==> src/rtl/avalon_bridge_pkg.sv <==
// Shared types and constants for the CPU-to-RAM Avalon bridge.
package avalon_bridge_pkg;

    localparam int unsigned ADDR_W = 32;
    localparam int unsigned DATA_W = 32;
    localparam int unsigned BE_W   = 4;

    // Readdata returned to the CPU when a read is aborted or illegal.
    localparam logic [DATA_W-1:0] ERR_READDATA_DEFAULT = 32'hFFFF_FFFF;

    typedef enum logic [1:0] {
        IDLE  = 2'd0,
        ISSUE = 2'd1,
        RESP  = 2'd2
    } state_e;

endpackage

==> src/rtl/wait_timer.sv <==
// Counts edges on which the downstream slave stalls; flags the edge that hits the limit.
module wait_timer #(
    parameter int unsigned LIMIT = 100,
    parameter int unsigned CNT_W = 7
) (
    input  logic             clk,
    input  logic             reset,
    input  logic             clear,
    input  logic             enable,
    output logic [CNT_W-1:0] count,
    output logic             expired
);

    logic [CNT_W-1:0] count_q;
    logic [CNT_W-1:0] count_d;

    // Clear wins over increment so the count starts at zero on every entry.
    always_comb begin
        count_d = count_q;
        if (clear) begin
            count_d = '0;
        end else if (enable) begin
            count_d = count_q + CNT_W'(1);
        end
    end

    // Counter register.
    always_ff @(posedge clk or negedge reset) begin
        if (!reset) begin
            count_q <= '0;
        end else begin
            count_q <= count_d;
        end
    end

    // Look-ahead: true on the stalled edge whose increment reaches LIMIT.
    assign expired = enable && (count_q == CNT_W'(LIMIT - 1));
    assign count   = count_q;

endmodule

==> src/rtl/avalon_bus_bridge.sv <==
// Single-entry registered bridge from the CPU Avalon master to the RAM Avalon slave.
module avalon_bus_bridge
    import avalon_bridge_pkg::*;
#(
    parameter int unsigned        TIMEOUT_CYCLES = 100,
    parameter logic [DATA_W-1:0]  ERR_READDATA   = ERR_READDATA_DEFAULT
) (
    input  logic              clk,
    input  logic              reset,
    input  logic [ADDR_W-1:0] s_address,
    input  logic              s_read,
    input  logic              s_write,
    input  logic [DATA_W-1:0] s_writedata,
    input  logic [BE_W-1:0]   s_byteenable,
    output logic              s_waitrequest,
    output logic [DATA_W-1:0] s_readdata,
    output logic [ADDR_W-1:0] m_address,
    output logic              m_read,
    output logic              m_write,
    output logic [DATA_W-1:0] m_writedata,
    output logic [BE_W-1:0]   m_byteenable,
    input  logic              m_waitrequest,
    input  logic [DATA_W-1:0] m_readdata,
    output logic              bus_error
);

    localparam int unsigned CNT_W = $clog2(TIMEOUT_CYCLES + 1);

    state_e            state_q, state_d;
    logic              dir_read_q, dir_read_d;
    logic              m_read_q, m_read_d;
    logic              m_write_q, m_write_d;
    logic [ADDR_W-1:0] m_address_q, m_address_d;
    logic [DATA_W-1:0] m_writedata_q, m_writedata_d;
    logic [BE_W-1:0]   m_byteenable_q, m_byteenable_d;
    logic [DATA_W-1:0] s_readdata_q, s_readdata_d;
    logic              bus_error_q, bus_error_d;
    logic              s_waitrequest_q, s_waitrequest_d;

    logic              timer_clear;
    logic              timer_enable;
    logic [CNT_W-1:0]  timer_count;
    logic              timer_expired;

    logic              legal_cmd;
    logic              illegal_cmd;

    assign legal_cmd    = s_read ^ s_write;
    assign illegal_cmd  = s_read & s_write;
    assign timer_clear  = (state_q != ISSUE);
    assign timer_enable = (state_q == ISSUE) && m_waitrequest;

    wait_timer #(
        .LIMIT (TIMEOUT_CYCLES),
        .CNT_W (CNT_W)
    ) u_wait_timer (
        .clk     (clk),
        .reset   (reset),
        .clear   (timer_clear),
        .enable  (timer_enable),
        .count   (timer_count),
        .expired (timer_expired)
    );

    // State register.
    always_ff @(posedge clk or negedge reset) begin
        if (!reset) begin
            state_q <= IDLE;
        end else begin
            state_q <= state_d;
        end
    end

    // Next-state logic: RESP always lasts exactly one cycle.
    always_comb begin
        state_d = state_q;
        case (state_q)
            IDLE: begin
                if (legal_cmd) begin
                    state_d = ISSUE;
                end else if (illegal_cmd) begin
                    state_d = RESP;
                end
            end
            ISSUE: begin
                if (!m_waitrequest || timer_expired) begin
                    state_d = RESP;
                end
            end
            RESP:    state_d = IDLE;
            default: state_d = IDLE;
        endcase
    end

    // Output/datapath logic: capture in IDLE, hold during ISSUE, complete or abort on exit.
    always_comb begin
        dir_read_d      = dir_read_q;
        m_read_d        = m_read_q;
        m_write_d       = m_write_q;
        m_address_d     = m_address_q;
        m_writedata_d   = m_writedata_q;
        m_byteenable_d  = m_byteenable_q;
        s_readdata_d    = s_readdata_q;
        bus_error_d     = bus_error_q;
        s_waitrequest_d = (state_d != RESP);

        case (state_q)
            IDLE: begin
                if (legal_cmd) begin
                    dir_read_d     = s_read;
                    m_read_d       = s_read;
                    m_write_d      = s_write;
                    m_address_d    = s_address;
                    m_writedata_d  = s_writedata;
                    m_byteenable_d = s_byteenable;
                end else if (illegal_cmd) begin
                    bus_error_d  = 1'b1;
                    s_readdata_d = ERR_READDATA;
                end
            end
            ISSUE: begin
                if (!m_waitrequest) begin
                    m_read_d  = 1'b0;
                    m_write_d = 1'b0;
                    if (dir_read_q) begin
                        s_readdata_d = m_readdata;
                    end
                end else if (timer_expired) begin
                    m_read_d    = 1'b0;
                    m_write_d   = 1'b0;
                    bus_error_d = 1'b1;
                    if (dir_read_q) begin
                        s_readdata_d = ERR_READDATA;
                    end
                end
            end
            default: begin
                m_read_d  = 1'b0;
                m_write_d = 1'b0;
            end
        endcase
    end

    // Datapath and output registers; reset drops any in-flight command.
    always_ff @(posedge clk or negedge reset) begin
        if (!reset) begin
            dir_read_q      <= 1'b0;
            m_read_q        <= 1'b0;
            m_write_q       <= 1'b0;
            m_address_q     <= '0;
            m_writedata_q   <= '0;
            m_byteenable_q  <= '0;
            s_readdata_q    <= '0;
            bus_error_q     <= 1'b0;
            s_waitrequest_q <= 1'b1;
        end else begin
            dir_read_q      <= dir_read_d;
            m_read_q        <= m_read_d;
            m_write_q       <= m_write_d;
            m_address_q     <= m_address_d;
            m_writedata_q   <= m_writedata_d;
            m_byteenable_q  <= m_byteenable_d;
            s_readdata_q    <= s_readdata_d;
            bus_error_q     <= bus_error_d;
            s_waitrequest_q <= s_waitrequest_d;
        end
    end

    assign s_waitrequest = s_waitrequest_q;
    assign s_readdata    = s_readdata_q;
    assign m_address     = m_address_q;
    assign m_read        = m_read_q;
    assign m_write       = m_write_q;
    assign m_writedata   = m_writedata_q;
    assign m_byteenable  = m_byteenable_q;
    assign bus_error     = bus_error_q;

    // The abort fires on the edge the count reaches the limit, so it never goes past it.
    count_in_range_a: assert property (@(posedge clk) disable iff (!reset)
        timer_count <= CNT_W'(TIMEOUT_CYCLES));

    // Read and write strobes are mutually exclusive downstream.
    one_hot_cmd_a: assert property (@(posedge clk) disable iff (!reset)
        !(m_read && m_write));

endmodule

==> config.mk <==
export PLATFORM = sky130hd
export DESIGN_NAME = avalon_bus_bridge
export DESIGN_NICKNAME = d
export VERILOG_FILES = /design/src/rtl/avalon_bridge_pkg.sv /design/src/rtl/wait_timer.sv /design/src/rtl/avalon_bus_bridge.sv
export SDC_FILE = /design/constraint.sdc
export NUM_CORES = 1
export LEC_CHECK = 0
export ABC_AREA = 1
export BUFFER_PORTS_ARGS = -buffer_cell sky130_fd_sc_hd__buf_2
export CAP_MARGIN = 20
export CORE_ASPECT_RATIO = 0.5
export CORE_MARGIN = 2
export CORE_UTILIZATION = 43
export DETAILED_ROUTE_END_ITERATION = 10
export GPL_TIMING_DRIVEN = 0
export HOLD_SLACK_MARGIN = 0.03
export PLACE_DENSITY = 0.83
export SYNTH_ARGS = -nofsm -noshare
export SYNTH_HDL_FRONTEND = slang
export SYNTH_HIERARCHICAL = 1
export SYNTH_SLANG_ARGS = --single-unit
==> constraint.sdc <==
create_clock -name clk -period 2.5 [get_ports clk]
set_input_delay 0.125 -clock clk [delete_from_list [all_inputs] [get_ports clk]]
set_output_delay 0.125 -clock clk [all_outputs]
set_load 0.01 [all_outputs]
# [Word-level counts from Yosys, hierarchy flattened]
# Cells that the tools add are included.
[classes] addsub=1 eq_ne=12 muxes=24 bitwise=2 n_reduce_logical=11
[op_table] operator="32-bit two-way mux" count=6
[op_table] operator="32-bit case mux with 2 select lines" count=1
[op_table] operator="7-bit two-way mux" count=2
[op_table] operator="2-bit inequality test, second input constant" count=6
[op_table] operator="3-bit inequality test, second input constant" count=3
[op_table] operator="1-bit two-way mux" count=8
[op_table] operator="7-bit by 1-bit adder with 7-bit output, second input constant" count=1
[op_table] operator="7-bit == test, second input constant" count=1
[op_table] operator="2-bit two-way mux" count=3
[op_table] operator="1-bit case mux with 2 select lines" count=3
[op_table] operator="6-bit AND reduction" count=1
[op_table] operator="5-bit AND reduction" count=1
[op_table] operator="2-bit case mux with 2 select lines" count=1
[op_table] operator="2-bit AND reduction" count=2
[op_table] operator="2-bit nonzero test" count=2
[op_table] operator="2-bit by 1-bit == test with 1-bit output, second input constant" count=1
[op_table] operator="1-bit logical AND" count=2
[op_table] operator="2-bit logical NOT" count=1
[op_table] operator="2-bit by 1-bit inequality test with 1-bit output, second input constant" count=1
[op_table] operator="1-bit bitwise AND" count=1
[op_table] operator="1-bit logical NOT" count=1
[op_table] operator="1-bit logical OR" count=1
[op_table] operator="1-bit XOR" count=1
[word_totals] reg_bits=114 out_inout_bits=104

# [Depth between registers and ports, before layout]
# Gate-level depths: netlist (run 1).
[depth] ltp_word=7 depth_mapped=15 depth_no_buf=13

# [Cells and area by module]
# Netlist (run 1), hierarchy kept.
[modules_own_cells] module="avalon_bus_bridge" n_inst=1 cells_each=539 area_each_um2=4448.0 seq_area_each_um2=2678.8
[modules_own_cells] module="wait_timer" n_inst=1 cells_each=52 area_each_um2=404.1 seq_area_each_um2=175.2

# [Least setup slack after synthesis (run 1)]
# OpenSTA, ideal clock, no wires.
[synth_timing] kind="flip-flop to flip-flop" startpoint="register state_q[1]" endpoint="register s_readdata_q[11] (netlist: s_readdata[11])" setup_ps=117 arrival_time_ps=2186 t_required_ps=2383 path_slack_ps=198 stages_incl_launch_ff=15 path_cell_list="dfrtp_1 > nor2_4 > buf_2 > inv_1 > nor2_1 > nand3_1 > nor4_1 > inv_1 > nand2_1 > nand2_1 > nand2_2 > nand3_2 > buf_2 > nand2_1 > nand2_1"
[synth_between] elab_chain_len=5
[synth_rtl] item="from (decl)" line="avalon_bus_bridge.sv:29" rtl="state_e state_q, state_d;"
[synth_rtl] item="from (signal assigned)" line="avalon_bus_bridge.sv:70" rtl="state_q <= state_d;"
[synth_rtl] item="2-bit by 1-bit == test with 1-bit output (*)" line="avalon_bus_bridge.sv:51" rtl="assign timer_enable = (state_q == ISSUE) && m_waitrequest;"
[synth_rtl] item="1-bit logical AND (*)" line="avalon_bus_bridge.sv:51"
[synth_rtl] item="named net timer_enable" line="avalon_bus_bridge.sv:41" rtl="logic timer_enable;"
[synth_rtl] item="1-bit logical AND (*)" line="wait_timer.sv:37" rtl="assign expired = enable && (count_q == CNT_W'(LIMIT - 1));"
[synth_rtl] item="named net timer_expired" line="avalon_bus_bridge.sv:43" rtl="logic timer_expired;"
[synth_rtl] item="3-bit inequality test (no source line)"
[synth_rtl] item="6-bit AND reduction (no source line) (*)"
[synth_rtl] item="to (signal assigned)" line="avalon_bus_bridge.sv:163" rtl="s_readdata_q <= s_readdata_d;"
[synth_rtl] item="to (decl)" line="avalon_bus_bridge.sv:36" rtl="logic [DATA_W-1:0] s_readdata_q, s_readdata_d;"
# The timed path passes the listed nets; every way through them passes the cells marked *.
# A chain may end at the register's enable or synchronous reset.

# [Worst setup path after layout (run 1)]
[layout_timing] startpoint="register state_q[0]" endpoint="register s_readdata_q[14] (netlist: s_readdata[14])"
# Same word-level chain as after synthesis.

==> out/metrics.yaml, run 1 <==
status: "complete, no violations"
place_inst: 944
grt_pass1_vias: 5139
seqPwrFrac_pct: 34.2
slew_violations: 0
drtIter0Drc: 280
synth_area_per_cell_um2: 8.21
cts_tree: "yes"
layout_min_cycle_time_ps: 2290
rows: 27
antenna_found_initial: 0
synth_top_area_share_pct: 58.3
n_antenna_cell: 0
p_switching_w: 0.00356
synthTopCellsByArea: "dfrtp_1 (58%), nand2_1 (25%), nand3_1 (3.8%), nor2_1 (3.2%), buf_2 (1.8%)"
numCtsBuffers: 17
yosysSeqAreaShare_pct: 58.8
core_area_um2: 11000
gp_congestion: 0.813
die-area_um2: 12200
drive_above_1_share_pct: 31.2
clk_path_buf_depth: 2
tightest_slew_ps: 510
grt_use_total_pct: 25.7
grt_max_degree: 99
power_density_nw_per_um2: 1240
wl_per_cell_um: 14.3
fp.dieH_um: 79.1
fillers: 821
final_area_um2: 7490
cp_data_required_time_ps: 2780
intPower_w: 0.00572
synth_seq_cells: 114
worstPathArrival_ps: 2570
viasPerCell: 4.82
vdd_drop_max_mv: 0.618
overflow: 0
initial_utilization_pct: 44.2
syn_area_um2: 4850
post-route-period-util_pct: 91.5
max_cap_viol_count: 0
cp_max_fo: 10
hold_class: "in2reg"
clk_pin_slew_ps: 50
fmax_mhz: 437
cp-start-kind: "flip-flop"
num_vias: 5073
synth_largest_area_cell: "dfrtp_1"
utilization_pct: 68.2
power_frac_comb_pct: 39.9
syn2layout_area_growth_pct: 54.4
die_x_um: 154
end_kind: "flip-flop"
fin_cells: 1053
hold_viol: 0
htreeDepth: 4
grt_first_pass_wirelength_mm: 24.5
p_leak_nw: 4.13
dp_hpwl_mm: 9.15
p_total_w: 0.00927
cts-root-buf: "clkbuf_16"
drt_wl_total_mm: 15.1
syn_nets: 698
cts.sinks: 114
ant_nets: 0
numPortBuffers: 207
p_clk_share_pct: 25.8
ioPinCount: 209
syn_inst: 591
synth.distinct_cells: 22
fin_nets: 1002
firstDrtPassIters: 5
clk_latency_ps: 400
place_area_um2: 6100
finalSetupViolations: 0
relSlewSlack_pct: 66.0
ys.warnings.count: 6
p_sw_share_pct: 38.3
clock_skew_ps: 10.4
critPathKind: "reg2reg"
drc: 0
## sequential cells by signal, summed over array words and instances, names as in the netlist
register / cells
bus_error: 1
dir_read_q: 1
m_address: 32
m_byteenable: 4
m_read: 1
m_write: 1
m_writedata: 32
s_readdata: 32
s_waitrequest: 1
state_q: 2
u_wait_timer/count: 7
## worst max-delay path: stages, from the launching register on
cell and delay [ps]:
dfrtp_1 370, inv_2 80, nor2_4 130, buf_4 170, inv_1 140, nor2_4 150, nand3_1 130, nor4_4 190
inv_1 100, nand2_1 60, nand2_1 50, nand2_2 140, nand3_4 120, clkbuf_4 210, nand2_1 70, nand2_1 50
## path summary, 6_finish.rpt
kind	slack (ps)	depth (start not counted)	endpoint	startpoint
worst max-delay path	210	15	s_readdata[14]	state_q[0]
worst min-delay path	40	5	s_readdata[26]	m_readdata[26]
worst max register to register	210	15	s_readdata[14]	state_q[0]
worst min register to register	470	2	s_readdata[29]	s_readdata[29]
max in group asynchronous	1630	3	s_readdata[21]	reset
min in group asynchronous	120	2	m_address[27]	reset
## cell usage after synthesis, drive strengths merged
master and number:
dfstp 1, nor4 1, nor2 47, inv 19, clkbuf 7, nand4 2, buf 24, o21ai 7
nand3 40, dfrtp 113, a21oi 3, nand2 323, nor3 1, xnor2 1, ha 2
## cell type report
cell class,count,area (µm²),area share [%]
Sequential cell,114,2850,38.1
Buffer,31,180,2.40
Clock inverter,10,106,1.42
Multi-Input combinational cell,427,1780,23.8
Inverter,19,71.3,0.952
Timing Repair Buffer,285,1830,24.5
Clock buffer,22,484,6.46
Tap cell,145,181,2.42
## logic make-up (layout without fill, tap and decap cells)
| family | Yosys count | in the layout | synth area share (%) |
|---|---|---|---|
| DFF | 114 | 114 | 58.8 |
| xor gates and xnor gates | 1 | 1 | 0.181 |
| adders and majority gates | 2 | 2 | 0.516 |
| buffers and inverters | 50 | 367 | 5.08 |
| and+or+nand+nor | 414 | 414 | 34.4 |
| AOI/OAI and AO/OA | 10 | 10 | 1.03 |
## repair_timing
action	in CTS	in global routing
hold endpoints to repair	186	0
endpoints found under the setup margin	34	30
pin swaps	1	1
hold buffers	74	0
resized for setup	4	3
buffers inserted	1	2
## power groups by stage
stage | combinational (W) | clock [W] | sequential (W)
detailed placement | 0.00352 | 0 | 0.00315
finish | 0.00370 | 0.00240 | 0.00317
global placement | 0.00339 | 0 | 0.00313
floorplan | 0.00166 | 0 | 0.00355
global route | 0.00413 | 0.00253 | 0.00327
CTS | 0.00365 | 0.00242 | 0.00315
## per-stage QoR
| stage | TNS, ps | setup slack [ps] | hold WS (ps) |
|---|---|---|---|
| floorplan | 0 | 198 | -171 |
| global placement | -12000 | -269 | 319 |
| detailed placement | -11390 | -386 | -35.0 |
| CTS | 0 | 115 | 32.8 |
| global route | -2.33 | -2.33 | 55.6 |
| finish | 0 | 212 | 44.1 |
## metal layers
metal  global-route usage [%]  wire length (µm)
met3                     4.86               656
met5                        0                 0
met4                     15.9               663
met1                     29.8              6090
met2                     44.9              7660
## placed cells by master (no fill, tap or decap), types with 4 or more instances in the layout
master and instances:
inv_1 14, nand2_1 322, buf_4 8, dfrtp_1 113, clkbuf_8 4, inv_2 5
clkinv_2 6, nor2_1 41, nor2_4 6, buf_6 4, o21ai_0 4, dlygate4sd3_1 74
buf_2 221, clkbuf_16 17, nand3_1 37, clkbuf_1 8
Note: power is estimated with default switching activity, not from simulation.
==> run 2: changes to the inputs <==
CORE_UTILIZATION = 40   (was 43)
PLACE_DENSITY = 0.79   (was 0.83)
==> run 2 against run 1 <==
Against the previous run:
- clock power rose by 6%
- setup slack worse by 32 ps
- maximum frequency is 1.4% lower
- flip-flop and latch count did not move
- non-clock buffer count rose by 6
- final area up 1.6%
- first-iteration DRC count grew 15%
- critical endpoint is now s_readdata[27]
- largest cell class unchanged
- largest power group unchanged
- highest routed layer unchanged
==> out/metrics.yaml, run 2 (synthesized netlist as in run 1, its figures left out) <==
fin_cells: 1078  # +2.4%
power_density_nw_per_um2: 1240  # +0.22%
power_frac_comb_pct: 39.4  # -0.5 points
cts.sinks: 114  # unchanged
place_inst: 964  # +2.1%
layout_common_cells: "nand2_1 (322), buf_2 (220), dfrtp_1 (113)"
final_common_cell: "nand2_1"
wl_per_cell_um: 13.9  # -2.9%
reg2reg_from: "state_q[0]"
antenna_found_initial: 0  # unchanged
slew_violations: 0  # unchanged
p_total_w: 0.00944  # +1.8%
p_sw_share_pct: 37.6  # -0.76 points
grt_pass1_vias: 4890  # -4.8%
die-area_um2: 13100  # +7.2%
numCtsBuffers: 17  # unchanged
critical_path.top_delay_family: "simple AND/OR/NAND/NOR gates"
cts-root-buf: "clkbuf_16"
status: "complete, no violations"
fp.dieH_um: 81.9  # +3.5%
htreeDepth: 4  # unchanged
ant_nets: 0  # unchanged
grt_max_degree: 98  # -1.0%
fmax_mhz: 431  # -1.4%
post-route-period-util_pct: 92.8  # +1.3 points
clk_pin_slew_ps: 50  # about the same
syn2layout_area_growth_pct: 56.8
cp_data_required_time_ps: 2790  # about the same
cp.depth: 15  # unchanged
gp_congestion: 0.783  # -3.7%
drc: 0  # unchanged
drive_above_1_share_pct: 31.2  # +0.048 points
ff2ff_path_depth: 15  # unchanged
ioPinCount: 209  # unchanged
pre_cts_ws_ps: -213  # +172 ps
cts_tree: "yes"
rows: 28  # +3.7%
drtIter0Drc: 321  # +15%
fin_nets: 1008  # +0.60%
path_buf_inv: 5  # unchanged
hold_class: "in2reg"
grt_first_pass_wirelength_mm: 23.5  # -4.2%
hp-start: "m_readdata[19]"
clk_latency_ps: 420  # +20 ps
utilization_pct: 64.4  # -3.8 points
crit_slowest_cell: "dfrtp_1"
path_cells: "inv_2 > nor2_4 > buf_6 > clkinvlp_4 > nor2_4 > nand3_2 > nor4_4 > inv_1 > nand2_1 > nand2_1 > nand2_2 > nand3_2 > buf_4 > nand2_1 > nand2_1"
n_antenna_cell: 0  # unchanged
max_cap_viol_count: 0  # unchanged
die_x_um: 160  # +3.6%
layout_min_cycle_time_ps: 2320  # +32.2 ps
critPathMaxStageDelay_ps: 360  # about the same
timing.rr.end: "s_readdata[27]"
p_clk_share_pct: 27.1  # +1.3 points
intPower_w: 0.00589  # +3.0%
seqPwrFrac_pct: 33.5  # -0.7 points
cp-start-kind: "flip-flop"
clk_path_buf_depth: 2  # unchanged
dp_hpwl_mm: 9.30  # +1.6%
relSlewSlack_pct: 64.5  # -1.5 points
hold_viol: 0  # unchanged
hold_path_depth: 5  # unchanged
critPathKind: "reg2reg"
startpoint: "state_q[0]"
viasPerCell: 4.62  # -4.1%
setup_slack_ps: 180  # -32.2 ps
p_leak_nw: 4.16  # +0.72%
core_area_um2: 11800  # +7.5%
r2r_slack_ps: 180  # -30 ps
p_switching_w: 0.00355  # -0.24%
grt_use_total_pct: 23.1  # -2.6 points
cp_max_fo: 10  # unchanged
initial_utilization_pct: 41.1  # -3.1 points
worstPathArrival_ps: 2610  # +40 ps
crit_end: "s_readdata[27]"
numPortBuffers: 207  # unchanged
firstDrtPassIters: 5  # unchanged
vdd_drop_max_mv: 0.465  # -25%
overflow: 0  # unchanged
end_kind: "flip-flop"
finalSetupViolations: 0  # unchanged
drt_wl_total_mm: 15.0  # -0.62%
rsz0062_at_grt: "no"
num_vias: 4983  # -1.8%
place_area_um2: 6130  # +0.41%
tightest_slew_ps: 533  # +22.7 ps
final_area_um2: 7610  # +1.6%
crit_top_cell: "nand2_1"
clock_skew_ps: 17.9  # +7.53 ps
run 2: cell count changes in the layout (fill, tap and decap cells not counted), moves of 2 or more:
cell,change
clkinvlp_4,+2
buf_4,+2
nand3_2,+2
dlygate4sd3_1,+5
bufinv_16,+2
clkbuf_8,-2
run 2: area by class of cell:
cell class / count / area [µm²]
Buffer: 31 / 186
Clock buffer: 20 / 457
Clock inverter: 11 / 160
Fill cell: 967 / 4200
Inverter: 19 / 75.1
Multi-Input combinational cell: 427 / 1780
Sequential cell: 114 / 2850
Tap cell: 165 / 206
Timing Repair Buffer: 291 / 1890
run 2: worst min path at each step:
stage | slack (ps) | end
after floorplan | -170 | bus_error
after global placement | 320 | m_address[5]
after detailed placement | -20 | m_writedata[18]
after CTS | 30 | s_readdata[30]
after global routing | 40 | m_write
final | 40 | s_readdata[19]
run 2: power groups by stage:
stage / Sequential (W) / Combinational [W] / Clock [W]
floorplan: 0.00355 / 0.00166 / 0
global placement: 0.00313 / 0.00342 / 0
detailed placement: 0.00315 / 0.00352 / 0
CTS: 0.00314 / 0.00363 / 0.00259
global route: 0.00325 / 0.00416 / 0.00267
finish: 0.00316 / 0.00372 / 0.00255
run 2: per-stage QoR:
step	TNS [ps]	hold slack, ps
2_1_floorplan	0	-171
3_3_place_gp	-12080	319
3_5_place_dp	-5570	-25.0
4_1_cts	0	30.0
5_1_grt	0	39.1
6_report	0	37.9
run 2: metal layers:
metal,share of wire (%),vias up,GRT usage (%),wire [µm]
met5,0,-,0,0
met4,2.8,0,12.2,422
met3,4.3,42,5.40,641
met2,52,160,41.5,7820
met1,41,2358,26.5,6090
li1,-,2423,-,-
run 2: worst min-delay path, cell delays in order:
cell	delay (ps)
buf_2	80
nor2_1	30
nand2_1	50
nand3_1	70
nand2_1	60
run 2: timing repair:
item	4_1_cts	5_1_grt
pin swaps	0	3
setup buffers	0	4
hold buffers	79	0
setup endpoints to repair	33	32
gates resized for setup	3	10
endpoints found under the hold margin	192	0
